File: src/rtl/fetch_prefetch_unit.sv
// -----------------------------------------------------------------------------
// fetch_prefetch_unit
//
// Instruction fetch stage for the 5-stage CPU. Generates sequential PCs, drives
// a synchronous instruction ROM with one cycle of read latency, and buffers the
// returned words in a DEPTH-entry prefetch queue that feeds decode over a
// valid/ready handshake. Supports branch redirect with flush, fetch halt, and
// prioritised interrupt injection with a busy lock held until the handler
// reports completion.
//
// Ports:
//   clk, rst_n        clock, asynchronous active-low reset
//   fetch_en          allow new ROM requests (low = halt issue, queue drains)
//   redirect_valid    branch/jump redirect, highest priority
//   redirect_pc       redirect target
//   imem_en           ROM read strobe
//   imem_addr         ROM word address (PC[ADDR_W+1:2])
//   imem_rdata        ROM data, valid the cycle after imem_en
//   inst_valid        instruction offered to decode
//   inst_ready        decode accepts
//   inst, inst_pc     instruction word and its PC
//   inst_irq          one-hot interrupt source while an injection is offered
//   irq               level interrupt requests
//   irq_done          handler-complete pulse, clears the busy lock
//   irq_busy          interrupt injected and not yet completed
// -----------------------------------------------------------------------------
module fetch_prefetch_unit #(
  parameter int               N        = 32,
  parameter int               DEPTH    = 4,
  parameter int               ADDR_W   = 9,
  parameter logic [N-1:0]     RESET_PC = 32'h0,
  parameter int               NUM_IRQ  = 2,
  parameter logic [N-1:0]     IRQ_INST = 32'hA7C00000
) (
  input  logic               clk,
  input  logic               rst_n,
  input  logic               fetch_en,
  input  logic               redirect_valid,
  input  logic [N-1:0]       redirect_pc,
  output logic               imem_en,
  output logic [ADDR_W-1:0]  imem_addr,
  input  logic [N-1:0]       imem_rdata,
  output logic               inst_valid,
  input  logic               inst_ready,
  output logic [N-1:0]       inst,
  output logic [N-1:0]       inst_pc,
  output logic [NUM_IRQ-1:0] inst_irq,
  input  logic [NUM_IRQ-1:0] irq,
  input  logic               irq_done,
  output logic               irq_busy
);

  localparam int PTR_W = $clog2(DEPTH);
  localparam int CNT_W = PTR_W + 1;
  localparam int SUM_W = CNT_W + 1;

  // Fetch state
  logic [N-1:0]       pc;
  logic [N-1:0]       pc_q;
  logic               inflight;

  // Prefetch queue storage and bookkeeping
  logic [N-1:0]       q_inst [DEPTH];
  logic [N-1:0]       q_pc   [DEPTH];
  logic [PTR_W-1:0]   rd_ptr;
  logic [PTR_W-1:0]   wr_ptr;
  logic [CNT_W-1:0]   count;

  // Combinational control
  logic               q_empty;
  logic               inject;
  logic               inject_hs;
  logic               pop;
  logic               push;
  logic               issue;
  logic [SUM_W-1:0]   credit_used;
  logic [NUM_IRQ-1:0] irq_onehot;
  logic [N-1:0]       return_pc;

  // Pick the highest-numbered active interrupt line. Later iterations
  // overwrite earlier ones, so the top set bit wins.
  always_comb begin
    irq_onehot = '0;
    for (int i = 0; i < NUM_IRQ; i++) begin
      if (irq[i]) begin
        irq_onehot    = '0;
        irq_onehot[i] = 1'b1;
      end
    end
  end

  // Handshake, credit and output selection. rst_n gates issue and injection
  // so that every output is quiet while reset is held, whatever the inputs do.
  // An injection never pops the queue: the queued stream stays put and the
  // injected word borrows the head's PC as its return address.
  always_comb begin
    q_empty     = (count == '0);
    inject      = rst_n & (|irq) & ~irq_busy & ~redirect_valid;
    inst_valid  = (~q_empty | inject) & ~redirect_valid;
    pop         = inst_valid & inst_ready & ~inject;
    inject_hs   = inject & inst_ready;
    // Slots already spoken for after this cycle: entries held plus the word
    // in flight, minus the one leaving now. Issue only while a slot is free.
    credit_used = SUM_W'(count) + SUM_W'(inflight) - SUM_W'(pop);
    issue       = rst_n & fetch_en & ~redirect_valid & (credit_used < SUM_W'(DEPTH));
    push        = inflight & ~redirect_valid;

    imem_en     = issue;
    imem_addr   = pc[ADDR_W+1:2];

    if (!q_empty)      return_pc = q_pc[rd_ptr];
    else if (inflight) return_pc = pc_q;
    else               return_pc = pc;

    if (inject) begin
      inst     = IRQ_INST;
      inst_pc  = return_pc;
      inst_irq = irq_onehot;
    end else if (!q_empty) begin
      inst     = q_inst[rd_ptr];
      inst_pc  = q_pc[rd_ptr];
      inst_irq = '0;
    end else begin
      inst     = '0;
      inst_pc  = '0;
      inst_irq = '0;
    end
  end

  // PC generation and the single outstanding ROM request. The PC of each
  // request is captured so the returning word can be tagged with it. A
  // redirect never coincides with an issue, so it simply overrides the PC.
  always_ff @(posedge clk or negedge rst_n) begin
    if (!rst_n) begin
      pc       <= RESET_PC;
      pc_q     <= '0;
      inflight <= 1'b0;
    end else begin
      inflight <= issue;
      if (issue) begin
        pc_q <= pc;
        pc   <= pc + N'(4);
      end
      if (redirect_valid) begin
        pc <= redirect_pc;
      end
    end
  end

  // Queue pointers and occupancy. A redirect flushes everything, and the
  // word returning that cycle is dropped because push is masked by redirect.
  always_ff @(posedge clk or negedge rst_n) begin
    if (!rst_n) begin
      rd_ptr <= '0;
      wr_ptr <= '0;
      count  <= '0;
    end else if (redirect_valid) begin
      rd_ptr <= '0;
      wr_ptr <= '0;
      count  <= '0;
    end else begin
      assert (!(push && count == CNT_W'(DEPTH)));
      if (push) wr_ptr <= wr_ptr + PTR_W'(1);
      if (pop)  rd_ptr <= rd_ptr + PTR_W'(1);
      if (push && !pop)      count <= count + CNT_W'(1);
      else if (pop && !push) count <= count - CNT_W'(1);
    end
  end

  // Queue storage needs no reset: nothing is visible until count says so.
  always_ff @(posedge clk) begin
    if (push) begin
      q_inst[wr_ptr] <= imem_rdata;
      q_pc[wr_ptr]   <= pc_q;
    end
  end

  // Busy lock: set when decode takes an injected interrupt, cleared by the
  // handler's done pulse. A new handshake in the same cycle as done wins.
  always_ff @(posedge clk or negedge rst_n) begin
    if (!rst_n) begin
      irq_busy <= 1'b0;
    end else if (inject_hs) begin
      irq_busy <= 1'b1;
    end else if (irq_done) begin
      irq_busy <= 1'b0;
    end
  end

endmodule

File: config.mk
export PLATFORM = sky130hd
export DESIGN_NAME = fetch_prefetch_unit
export DESIGN_NICKNAME = d
export VERILOG_FILES = /design/src/rtl/fetch_prefetch_unit.sv
export SDC_FILE = /design/constraint.sdc
export NUM_CORES = 1
export LEC_CHECK = 0
export ABC_AREA = 1
export CORE_AREA = 2 2 174 159
export CTS_CLUSTER_DIAMETER = 40
export DETAILED_ROUTE_END_ITERATION = 10
export DIE_AREA = 0 0 176 161
export GPL_TIMING_DRIVEN = 1
export PLACE_DENSITY = 0.86
export SLEW_MARGIN = 20
export SYNTH_ARGS = -nofsm -noshare
export SYNTH_HDL_FRONTEND = slang
export SYNTH_SLANG_ARGS = --single-unit
File: constraint.sdc
create_clock -name clk -period 5.25 [get_ports clk]
set_input_delay 1.05 -clock clk [delete_from_list [all_inputs] [get_ports clk]]
set_output_delay 1.05 -clock clk [all_outputs]
set_load 0.01 [all_outputs]
==> results.sh <==
export IMPL_cp_arrival_ps=3560
export IMPL_dr_pass1_iters=6
export IMPL_fin_cells=2001
export IMPL_maxSlewViolCount=0
export IMPL_ys_ff_latch=329
export IMPL_finalSetupViolCount=0
export IMPL_cap_violations=0
export IMPL_cts_root_buf="clkbuf_16"
export IMPL_io_buffers=149
export IMPL_clk_pin_slew_ps=50
export IMPL_wl_um=36700
export IMPL_drive_gt1_share_pct=7.89
export IMPL_area_growth_pct=20.3
export IMPL_power_internal_mw=5.86
export IMPL_htreeDepth=2
export IMPL_path_max_fanout=8
export IMPL_r2r_setup_slack_ps=1970
export IMPL_dp_hpwl_um=22200
export IMPL_postSynthAreaPerCell_um2=9.96
export IMPL_antenna_violating_nets_post_route=0
export IMPL_worst_r2r_cell_count=6
export IMPL_cts_hold_buf=0
export IMPL_vias=11424
export IMPL_setup_tns_final_ps=0
export IMPL_routedWlPerCell_um=18.3
export IMPL_synth_edf_count=256
export IMPL_ir_worst_vdd_uv=239
export IMPL_route_detailed_drc=0
export IMPL_worstSetupPathType="input pin to output port"
export IMPL_synth_warnings=0
export IMPL_grt_pass1_wl_um=58100
export IMPL_cp_end_kind="output port"
export IMPL_synth_ff_type="edfxtp_1"
export IMPL_synth_fp_nets=1573
export IMPL_antenna_cells=0
export IMPL_die_y_um=161
export IMPL_reg2reg_to="q_inst[2][5]"
export IMPL_clock_path_buffers=3
export IMPL_clock_sinks=329
export IMPL_num_fill_cells=1945
export IMPL_drtIter0Drc=1387
export IMPL_tightest_slew_ps=1040
export IMPL_syn_area_um2=14900
export IMPL_p_comb_share_pct=29.7
export IMPL_rows=57
export IMPL_outcome="finished clean"
export IMPL_antenna_found_initial=0
export IMPL_cts_buffers=42
export IMPL_multi_input_area_um2=4460
export IMPL_post_cts_buffers=0
export IMPL_synthCells=1492
export IMPL_initial_core_util_pct=55.9
export IMPL_gp_congestion=0.878
export IMPL_synth_cell_types=33
export IMPL_hold_viol_final=0
export IMPL_cp_required_ps=4200
export IMPL_insertion_delay_ps=520
export IMPL_startpoint_type="input pin"
export IMPL_fmax_ghz=0.217
export IMPL_seq_area_frac_synth_pct=64.0
export IMPL_num_io_pins=150
export IMPL_grt_pass1_vias=11106
export IMPL_power_frac_seq_pct=39.0
export IMPL_power_mw=8.80
export IMPL_r2r_start="inflight"
export IMPL_power_density_nw_per_um2=492
export IMPL_fin_crit_ps=4610
export IMPL_grtUsageTotal_pct=26.1
export IMPL_die_w_um=176
export IMPL_coreArea_um2=26600
export IMPL_hold_path_class="input pin to async pin"
export IMPL_leakagePower_nw=6.92
export IMPL_place_inst=1924
export IMPL_via_per_inst=5.71
export IMPL_synthArstFlopShare_pct=22.2
export IMPL_cts_resized=0
export IMPL_cts_tree="done"
export IMPL_fin_crit_sh_pct=87.7
export IMPL_finalClockSkew_ps=11.1
export IMPL_switching_share_pct=33.5
export IMPL_grt_start_max_net_pins=100
export IMPL_rsz0062_at_grt="false"
export IMPL_seqCellArea_um2=9520
export IMPL_power_share_clock_pct=31.2
export IMPL_max_slew_margin_rel_pct=30.8
export IMPL_die_area_um2=28300
export IMPL_p_switching_mw=2.94
export IMPL_nets=1695
export IMPL_overflow=0
## metrics by stage
step | area, µm² | setup WS, ps | util, % | hold slack (ps)
global route | 17900 | 484 | 67.2 | 438
floorplan | 14900 | 569 | - | 449
finish | 17900 | 643 | 67.2 | 428
detailed placement | 16500 | 671 | 62.2 | 468
global placement | 16500 | 730 | 62.2 | 471
CTS | 17900 | 655 | 67.2 | 421
## cell usage in the layout, fill, tap and decap left out, drive strengths merged
master	count
nor2	274
edfxtp	256
nand4	5
ha	8
clkdlybuf4s50	148
bufinv	2
clkinv	13
fa	1
o221ai	32
a31oi	1
a21oi	58
nor3	2
xor2	3
o22ai	8
clkinvlp	5
clkbuf	50
inv	122
o21ai	208
dfrtp	73
buf	20
nand3	67
nand2	288
xnor2	1
or2	2
## per-layer routing
layer  track usage (%)  vias up  part of all wire (%)
li1                  -     5335                     -
met1              36.4     5426                    41
met2              41.9      606                    47
met3              5.25       57                   9.4
met4              7.74        0                   1.9
met5                 0        -                     0
## final cells by class
type	count	share of cell area, %
Multi-Input combinational cell	958	24.9
Inverter	115	2.42
Clock buffer	50	6.16
Clock inverter	27	1.40
Timing Repair Buffer	168	9.40
Tap cell	354	2.48
Sequential cell	329	53.2
## synth_stat cells, drive strengths merged, types with 8 or more instances
master  number  area, µm²
o221ai      32        280
nand3       67        370
dfrtp       73       1830
ha           8        100
inv        112        420
nor2       274       1080
nand2      288       1090
buf         50        342
clkbuf      40        151
o21ai      208       1050
edfxtp     256       7690
a21oi       58        290
o22ai        8       50.1
## worst max-delay path by stage
stage	from	end	slack (ps)	cells past startpoint
after CTS	redirect_valid	imem_en	660	13
after global routing	redirect_valid	imem_en	480	13
after global placement	redirect_valid	imem_en	730	13
final	redirect_valid	imem_en	640	13
after floorplan	redirect_valid	q_inst[0][0]	570	4
after detailed placement	redirect_valid	imem_en	670	13
## worst max-delay path, cell delays in order
cell and delay (ps):
clkdlybuf4s50_1 580, nor2_1 250, nand3_2 180, inv_1 100
ha_1 140, inv_1 40, ha_1 280, nand3_2 90
nand2_1 80, nand2_1 60, nand2_1 80, nor2_4 90
clkdlybuf4s50_1 540
## sequential cells by signal, summed over array words and instances (netlist names)
name,cells
q_inst,128
count,3
pc,32
rd_ptr,2
inflight,1
irq_busy,1
pc_q,32
q_pc,128
wr_ptr,2
## power groups by stage
| stage | clock (mW) | sequential, mW | combinational, mW |
|---|---|---|---|
| finish | 2.75 | 3.44 | 2.62 |
| global route | 2.88 | 3.47 | 2.88 |
| CTS | 2.78 | 3.43 | 2.62 |
| detailed placement | 0 | 3.48 | 2.60 |
| global placement | 0 | 3.45 | 2.53 |
| floorplan | 0 | 3.36 | 1.54 |
## cell families after synthesis
| logic type | after synthesis | synth area share (%) |
|---|---|---|
| simple gates | 638 | 17.5 |
| xor+xnor | 4 | 0.236 |
| compound gates | 307 | 11.3 |
| fa+ha+maj | 9 | 0.808 |
| flops | 329 | 64.0 |
| buf+inv | 205 | 6.22 |
No activity file was read; power rests on OpenSTA's default activity.
